## src/rtl/pipe_ctrl_pkg.sv

```systemverilog
// Shared definitions for the pipeline control responder: FSM state
// encoding, stage indices into the valid-bit vector and the default
// performance counter width.
package pipe_ctrl_pkg;

    typedef enum logic [1:0] {
        RUN    = 2'd0,
        DRAIN  = 2'd1,
        HALTED = 2'd2
    } pipe_state_t;

    localparam int STG_IF_ID  = 0;
    localparam int STG_ID_EX  = 1;
    localparam int STG_EX_MEM = 2;
    localparam int STG_MEM_WB = 3;
    localparam int NUM_STG    = 4;

    localparam int CNT_W_DEFAULT = 32;

endpackage

```

## src/rtl/pipe_perf_cnt.sv

```systemverilog
// Performance counters for the pipeline controller. Each counter wraps
// modulo 2^CNT_W and advances by one on its event strobe.
module pipe_perf_cnt
    import pipe_ctrl_pkg::*;
#(
    parameter int CNT_W = CNT_W_DEFAULT
) (
    input  logic             clk,
    input  logic             rstn,
    input  logic             stall_ev,
    input  logic             mwait_ev,
    input  logic             flush_ev,
    input  logic             retire_ev,
    output logic [CNT_W-1:0] cnt_stall,
    output logic [CNT_W-1:0] cnt_mwait,
    output logic [CNT_W-1:0] cnt_flush,
    output logic [CNT_W-1:0] cnt_retire
);

    localparam logic [CNT_W-1:0] CNT_ONE  = {{(CNT_W-1){1'b0}}, 1'b1};
    localparam logic [CNT_W-1:0] CNT_ZERO = {CNT_W{1'b0}};

    logic [CNT_W-1:0] cnt_stall_r;
    logic [CNT_W-1:0] cnt_mwait_r;
    logic [CNT_W-1:0] cnt_flush_r;
    logic [CNT_W-1:0] cnt_retire_r;

    // Event counters, one increment per strobed cycle, natural wrap.
    always_ff @(posedge clk or negedge rstn) begin
        if (!rstn) begin
            cnt_stall_r  <= CNT_ZERO;
            cnt_mwait_r  <= CNT_ZERO;
            cnt_flush_r  <= CNT_ZERO;
            cnt_retire_r <= CNT_ZERO;
        end else begin
            if (stall_ev)  cnt_stall_r  <= cnt_stall_r  + CNT_ONE;
            if (mwait_ev)  cnt_mwait_r  <= cnt_mwait_r  + CNT_ONE;
            if (flush_ev)  cnt_flush_r  <= cnt_flush_r  + CNT_ONE;
            if (retire_ev) cnt_retire_r <= cnt_retire_r + CNT_ONE;
        end
    end

    assign cnt_stall  = cnt_stall_r;
    assign cnt_mwait  = cnt_mwait_r;
    assign cnt_flush  = cnt_flush_r;
    assign cnt_retire = cnt_retire_r;

endmodule

```

## src/rtl/pipe_ctrl.sv

```systemverilog
// Pipeline control responder for the 5-stage RV32I core. Turns the
// memory wait, load-use stall, halt and EX redirect requests into PC and
// stage-register enable/bubble controls, owns the stage valid bits and
// runs the RUN -> DRAIN -> HALTED stop sequence.
// Optional feature macro: PIPE_CTRL_PERF_CNT_EN (performance counters);
// when undefined the counter ports are tied to zero.
module pipe_ctrl
    import pipe_ctrl_pkg::*;
#(
    parameter int CNT_W = CNT_W_DEFAULT
) (
    input  logic             clk,
    input  logic             rstn,
    input  logic             hz_stall,
    input  logic             ex_redirect,
    input  logic             halt_req,
    input  logic             mem_req,
    input  logic             mem_ready,
    output logic             pc_en,
    output logic             pc_sel,
    output logic             if_id_en,
    output logic             id_ex_en,
    output logic             ex_mem_en,
    output logic             mem_wb_en,
    output logic             if_id_bubble,
    output logic             id_ex_bubble,
    output logic             ex_mem_bubble,
    output logic             v_if_id,
    output logic             v_id_ex,
    output logic             v_ex_mem,
    output logic             v_mem_wb,
    output logic             halted,
    output logic [CNT_W-1:0] cnt_stall,
    output logic [CNT_W-1:0] cnt_mwait,
    output logic [CNT_W-1:0] cnt_flush,
    output logic [CNT_W-1:0] cnt_retire
);

    pipe_state_t        state_r;
    pipe_state_t        state_next_s;
    logic [NUM_STG-1:0] v_r;

    logic mwait_s;
    logic stall_s;
    logic halt_s;
    logic redir_s;
    logic pipe_empty_s;

    logic pc_en_s;
    logic pc_sel_s;
    logic if_id_en_s;
    logic id_ex_en_s;
    logic ex_mem_en_s;
    logic mem_wb_en_s;
    logic if_id_bubble_s;
    logic id_ex_bubble_s;
    logic ex_mem_bubble_s;

    // Event qualification; each event masks every lower-priority one.
    always_comb begin
        mwait_s      = mem_req & v_r[STG_EX_MEM] & ~mem_ready;
        stall_s      = hz_stall & v_r[STG_ID_EX] & ~mwait_s;
        halt_s       = halt_req & v_r[STG_ID_EX] & ~mwait_s & ~stall_s &
                       (state_r == RUN);
        redir_s      = ex_redirect & v_r[STG_ID_EX] & ~mwait_s & ~stall_s &
                       ~halt_s;
        pipe_empty_s = (v_r == {NUM_STG{1'b0}});
    end

    // Next-state and stage controls; everything idles unless a state enables it.
    always_comb begin
        state_next_s    = state_r;
        pc_en_s         = 1'b0;
        pc_sel_s        = 1'b0;
        if_id_en_s      = 1'b0;
        id_ex_en_s      = 1'b0;
        ex_mem_en_s     = 1'b0;
        mem_wb_en_s     = 1'b0;
        if_id_bubble_s  = 1'b0;
        id_ex_bubble_s  = 1'b0;
        ex_mem_bubble_s = 1'b0;
        case (state_r)
            RUN: begin
                if (mwait_s) begin
                    state_next_s = RUN;
                end else if (stall_s) begin
                    // Consumer and everything younger hold; EX/MEM takes a bubble.
                    ex_mem_en_s     = 1'b1;
                    ex_mem_bubble_s = 1'b1;
                    mem_wb_en_s     = 1'b1;
                end else if (halt_s) begin
                    // Halt moves on to retire; nothing younger is kept.
                    state_next_s   = DRAIN;
                    if_id_en_s     = 1'b1;
                    if_id_bubble_s = 1'b1;
                    id_ex_en_s     = 1'b1;
                    id_ex_bubble_s = 1'b1;
                    ex_mem_en_s    = 1'b1;
                    mem_wb_en_s    = 1'b1;
                end else if (redir_s) begin
                    // Squash the two wrong-path instructions, load the target.
                    pc_en_s        = 1'b1;
                    pc_sel_s       = 1'b1;
                    if_id_en_s     = 1'b1;
                    if_id_bubble_s = 1'b1;
                    id_ex_en_s     = 1'b1;
                    id_ex_bubble_s = 1'b1;
                    ex_mem_en_s    = 1'b1;
                    mem_wb_en_s    = 1'b1;
                end else begin
                    pc_en_s     = 1'b1;
                    if_id_en_s  = 1'b1;
                    id_ex_en_s  = 1'b1;
                    ex_mem_en_s = 1'b1;
                    mem_wb_en_s = 1'b1;
                end
            end
            DRAIN: begin
                if (mwait_s) begin
                    state_next_s = DRAIN;
                end else begin
                    // Fetch stays off; front stages keep filling with bubbles.
                    if_id_en_s     = 1'b1;
                    if_id_bubble_s = 1'b1;
                    id_ex_en_s     = 1'b1;
                    id_ex_bubble_s = 1'b1;
                    ex_mem_en_s    = 1'b1;
                    mem_wb_en_s    = 1'b1;
                    if (pipe_empty_s) begin
                        state_next_s = HALTED;
                    end else begin
                        state_next_s = DRAIN;
                    end
                end
            end
            HALTED: begin
                state_next_s = HALTED;
            end
            default: begin
                // Unreachable encoding: stop the core rather than run on.
                state_next_s = HALTED;
            end
        endcase
    end

    // FSM state register.
    always_ff @(posedge clk or negedge rstn) begin
        if (!rstn) begin
            state_r <= RUN;
        end else begin
            state_r <= state_next_s;
        end
    end

    // Valid bits follow their register enables; a bubble clears, a hold keeps.
    always_ff @(posedge clk or negedge rstn) begin
        if (!rstn) begin
            v_r <= {NUM_STG{1'b0}};
        end else begin
            if (if_id_en_s)  v_r[STG_IF_ID]  <= ~if_id_bubble_s;
            if (id_ex_en_s)  v_r[STG_ID_EX]  <= v_r[STG_IF_ID] & ~id_ex_bubble_s;
            if (ex_mem_en_s) v_r[STG_EX_MEM] <= v_r[STG_ID_EX] & ~ex_mem_bubble_s;
            if (mem_wb_en_s) v_r[STG_MEM_WB] <= v_r[STG_EX_MEM];
        end
    end

    assign pc_en         = pc_en_s;
    assign pc_sel        = pc_sel_s;
    assign if_id_en      = if_id_en_s;
    assign id_ex_en      = id_ex_en_s;
    assign ex_mem_en     = ex_mem_en_s;
    assign mem_wb_en     = mem_wb_en_s;
    assign if_id_bubble  = if_id_bubble_s;
    assign id_ex_bubble  = id_ex_bubble_s;
    assign ex_mem_bubble = ex_mem_bubble_s;
    assign v_if_id       = v_r[STG_IF_ID];
    assign v_id_ex       = v_r[STG_ID_EX];
    assign v_ex_mem      = v_r[STG_EX_MEM];
    assign v_mem_wb      = v_r[STG_MEM_WB];
    assign halted        = (state_r == HALTED);

`ifdef PIPE_CTRL_PERF_CNT_EN
    logic retire_s;
    assign retire_s = v_r[STG_MEM_WB] & mem_wb_en_s;

    pipe_perf_cnt #(
        .CNT_W (CNT_W)
    ) u_perf_cnt (
        .clk        (clk),
        .rstn       (rstn),
        .stall_ev   (stall_s),
        .mwait_ev   (mwait_s),
        .flush_ev   (redir_s),
        .retire_ev  (retire_s),
        .cnt_stall  (cnt_stall),
        .cnt_mwait  (cnt_mwait),
        .cnt_flush  (cnt_flush),
        .cnt_retire (cnt_retire)
    );
`else
    assign cnt_stall  = {CNT_W{1'b0}};
    assign cnt_mwait  = {CNT_W{1'b0}};
    assign cnt_flush  = {CNT_W{1'b0}};
    assign cnt_retire = {CNT_W{1'b0}};
`endif

endmodule

```

## config.mk

```make
export PLATFORM = sky130hd
export DESIGN_NAME = pipe_ctrl
export DESIGN_NICKNAME = d
export VERILOG_FILES = /design/src/rtl/pipe_ctrl_pkg.sv /design/src/rtl/pipe_perf_cnt.sv /design/src/rtl/pipe_ctrl.sv
export SDC_FILE = /design/constraint.sdc
export NUM_CORES = 1
export LEC_CHECK = 0
export ABC_AREA = 1
export ABC_CLOCK_PERIOD_IN_PS = 1200
export BUFFER_PORTS_ARGS = -buffer_cell sky130_fd_sc_hd__buf_2
export CORE_UTILIZATION = 32
export CTS_CLUSTER_DIAMETER = 30
export DETAILED_ROUTE_END_ITERATION = 6
export GPL_ROUTABILITY_DRIVEN = 0
export PLACE_DENSITY = 0.88
export SLEW_MARGIN = 10
export SYNTH_ARGS = -nofsm -noshare
export SYNTH_HDL_FRONTEND = slang
export SYNTH_SLANG_ARGS = --single-unit
```

## constraint.sdc

```tcl
create_clock -name clk -period 1.2 [get_ports clk]
set_clock_uncertainty 0.05 [all_clocks]
set_input_delay 0.3 -clock clk [delete_from_list [all_inputs] [get_ports clk]]
set_output_delay 0.3 -clock clk [all_outputs]
set_load 0.02 [all_outputs]
```

==> flow_metrics.py <==
metrics = {
    "floorplanning": {
        "ios": 149,
        "chipHeight_um": 67.0,
        "core_area_um2": 4030,
        "initial_core_util_pct": 33.6,
        "fp.dieW_um": 67.0,
        "die-area_um2": 4500,
        "rows": 23,
    },
    "yosys": {
        "synth_fa_ha_area_share_pct": 0,
        "syn_inst": 180,
        "synth_compound_area_share_pct": 2.59,
        "yosys_warnings": 0,
        "synthXorXnorAreaFrac_pct": 0,
        "synth_cell_types": 17,
        "muxShareOfSynthArea_pct": 0,
        "ys_ff_latch": 6,
        "yosysSeqAreaShare_pct": 11.1,
        "synth-simple-area-share_pct": 10.9,
        "postSynthAreaPerCell_um2": 7.52,
        "mappedNetlistArea_um2": 1350,
        "synth_top_family_by_area": "buffers and inverters",
    },
    "power": {
        "vdd_ir_drop_max_uv": 179,
        "p_per_area_nw_per_um2": 649,
        "total_power_uw": 887,
        "p_leak_nw": 0.841,
    },
    "worst_setup_path": {
        "crit_buf_inv": 1,
        "end_kind": "output pin",
        "worstSetupPathType": "flip-flop to output pin",
        "worstPathCellList": "nand2_4 > nor2_4 > nor2_4 > nand3_2 > nor2_4 > buf_6",
        "slowest_stage": "dfrtp_2",
        "path_delay_family": "simple AND/OR/NAND/NOR gates",
        "r2r_setup_slack_ns": -0.14,
        "crit_required_ns": 0.85,
        "slowest_delay_ns": 0.41,
        "r2r_start": "v_r[2]$_DFFE_PN0P_",
        "cp_num_cells": 6,
        "crit_start": "v_r[2]$_DFFE_PN0P_",
        "cp-endpoint": "pc_sel",
        "cp_max_fo": 5,
        "cp.arrival_ns": 1.23,
        "ff2ff_path_depth": 9,
        "startpoint_type": "flip-flop",
        "r2r-end": "state_r[0]$_DFFE_PN0P_",
        "cpMostUsedCell": "nor2_4",
    },
    "placement": {
        "io_buffer_count": 20,
        "dp_hpwl_um": 1400,
    },
    "global_route": {
        "gr-total-overflow": 0,
        "grt_pass1_vias": 489,
        "track_usage_pct": 7.32,
        "grt_max_degree": 7,
        "grt_pass1_wl_um": 2140,
        "antenna_found_initial": 0,
    },
    "drt": {
        "wl_per_cell_um": 6.39,
        "drc_errors": 0,
        "routed-via-count": 786,
        "via_per_inst": 2.95,
        "wl_um": 1700,
        "drt-pass1-iter-count": 2,
        "drt_iter0_drc": 1,
        "antenna_left": 0,
    },
    "sta": {
        "rsz0062_at_grt": "yes",
        "drv_slew": 0,
        "fin_crit_ns": 1.58,
        "setup_ws_ns": -0.376,
        "timing.fmax_mhz": 634,
        "hold_viol_final": 0,
        "setup_violations": 16,
        "timing.final.crit_share_pct": 131,
    },
    "clocking": {
        "clkLatencyLatePin_ns": 0.22,
        "cts_max_path_buffers": 2,
        "cts_inserted_buffers": 3,
        "clk_pin_slew_ns": 0.04,
        "htreeDepth": 1,
        "cts_root_buffer": "clkbuf_8",
        "cts.sinks": 6,
        "cts_tree": "done",
    },
    "worst_hold_path": {
        "hp-class": "input pin to asynchronous set/reset pin",
    },
    "cells_and_area": {
        "utilization_pct": 33.9,
        "drive_above_1_share_pct": 31.9,
        "insertedDiodeCount": 0,
        "final_nets": 225,
        "synthToLayoutAreaGrowth_pct": 1.02,
    },
    "job": {
        "cap_viol_max_count": 0,
    },
    "outcome": {
        "failed_checks": "negative setup slack",
        "status": "complete, but fails checks",
    },
}
## power breakdown
group          leakage (nW)  total, mW  internal, mW  switching [mW]
logic                 0.744      0.378        0.0116           0.366
clock network        0.0216      0.306         0.216          0.0900
registers            0.0753      0.203         0.203               0
total                 0.841      0.887         0.431           0.456
## layout by cell type, fill, tap and decap left out
cell type,netlist,routed
buf_4,131,12
o21ai_2,1,3
dlygate4sd3_1,0,1
nand2_4,0,1
clkbuf_8,0,3
buf_6,0,17
nor2_2,2,1
nand2_2,3,6
nand4_1,1,1
inv_4,0,2
dfrtp_1,6,4
nand2_1,10,6
nand3_1,7,2
inv_1,7,5
buf_2,0,7
nand3_2,0,5
nor2_4,2,7
o21ai_4,1,1
conb_1,1,128
inv_2,1,2
dfrtp_2,0,2
## kinds of logic (layout without fill, tap and decap cells)
| group | count (synthesis) | after routing |
|---|---|---|
| buf+inv | 140 | 49 |
| simple gates | 29 | 29 |
| flops | 6 | 6 |
| compound gates | 4 | 4 |
| other cells | 1 | 128 |
## synth_stat cells
cell / n / area share [%]
inv_2: 1 / 0.28
nand3_1: 7 / 2.6
nand2_1: 10 / 2.8
nand4_1: 1 / 0.46
nor2_1: 4 / 1.1
dfrtp_1: 6 / 11
o21ai_1: 1 / 0.37
nand2_2: 3 / 1.4
o21ai_0: 1 / 0.37
o21ai_2: 1 / 0.65
inv_1: 7 / 1.9
buf_4: 131 / 73
o21ai_4: 1 / 1.2
clkinv_1: 1 / 0.28
conb_1: 1 / 0.28
nor2_2: 2 / 0.92
nor2_4: 2 / 1.7
## through the flow
| step | area (um2) | hold slack [ns] | std cells | worst slack [ns] | setup TNS [ns] |
|---|---|---|---|---|---|
| finish | 1370 | 0.387 | 266 | -0.376 | -3.80 |
| CTS | 1310 | 0.397 | 264 | -0.384 | -3.60 |
| detailed placement | 1120 | 0.0850 | 256 | -0.203 | -1.57 |
| floorplan | 1880 | -0.0456 | 307 | -0.337 | -1.94 |
| global placement | 1120 | 0.0773 | 256 | -0.191 | -1.42 |
| global route | 1370 | 0.392 | 266 | -0.456 | -4.87 |
## worst min path at each step
| stage | start | to | cells past startpoint |
|---|---|---|---|
| 2_1_floorplan | rstn | state_r[0]$_DFFE_PN0P_ | 0 |
| 5_1_grt | rstn | v_r[3]$_DFFE_PN0P_ | 2 |
| 6_report | rstn | v_r[3]$_DFFE_PN0P_ | 2 |
| 3_3_place_gp | rstn | v_r[0]$_DFFE_PN0P_ | 1 |
| 3_5_place_dp | rstn | v_r[0]$_DFFE_PN0P_ | 1 |
| 4_1_cts | rstn | v_r[3]$_DFFE_PN0P_ | 2 |
## flip-flops by register name, indices dropped and copies added, names as in the netlist
name and count:
state_r 2, v_r 4
## repair_timing
action,in CTS,in global routing
pin swaps,6,3
resized for setup,31,16
setup endpoints to repair,14,17
hold endpoints to repair,6,0
hold buffers,1,0
cloned,0,0
buffers inserted,5,3
## layout make-up
type	count	area, um2
timing repair buffer	37	327
clock buffer	3	41.3
inverter	9	38.8
sequential	6	153
tap	50	62.6
multi-input combinational	161	746
fill	445	2660
## layer usage
layer	vias up	global-route usage [%]	part of all wire (%)
li1	359	-	-
met5	-	0	0
met4	0	7.18	1.9
met1	339	6.00	27
met2	84	12.8	56
met3	4	3.08	15
(Power assumes the default switching activity.)
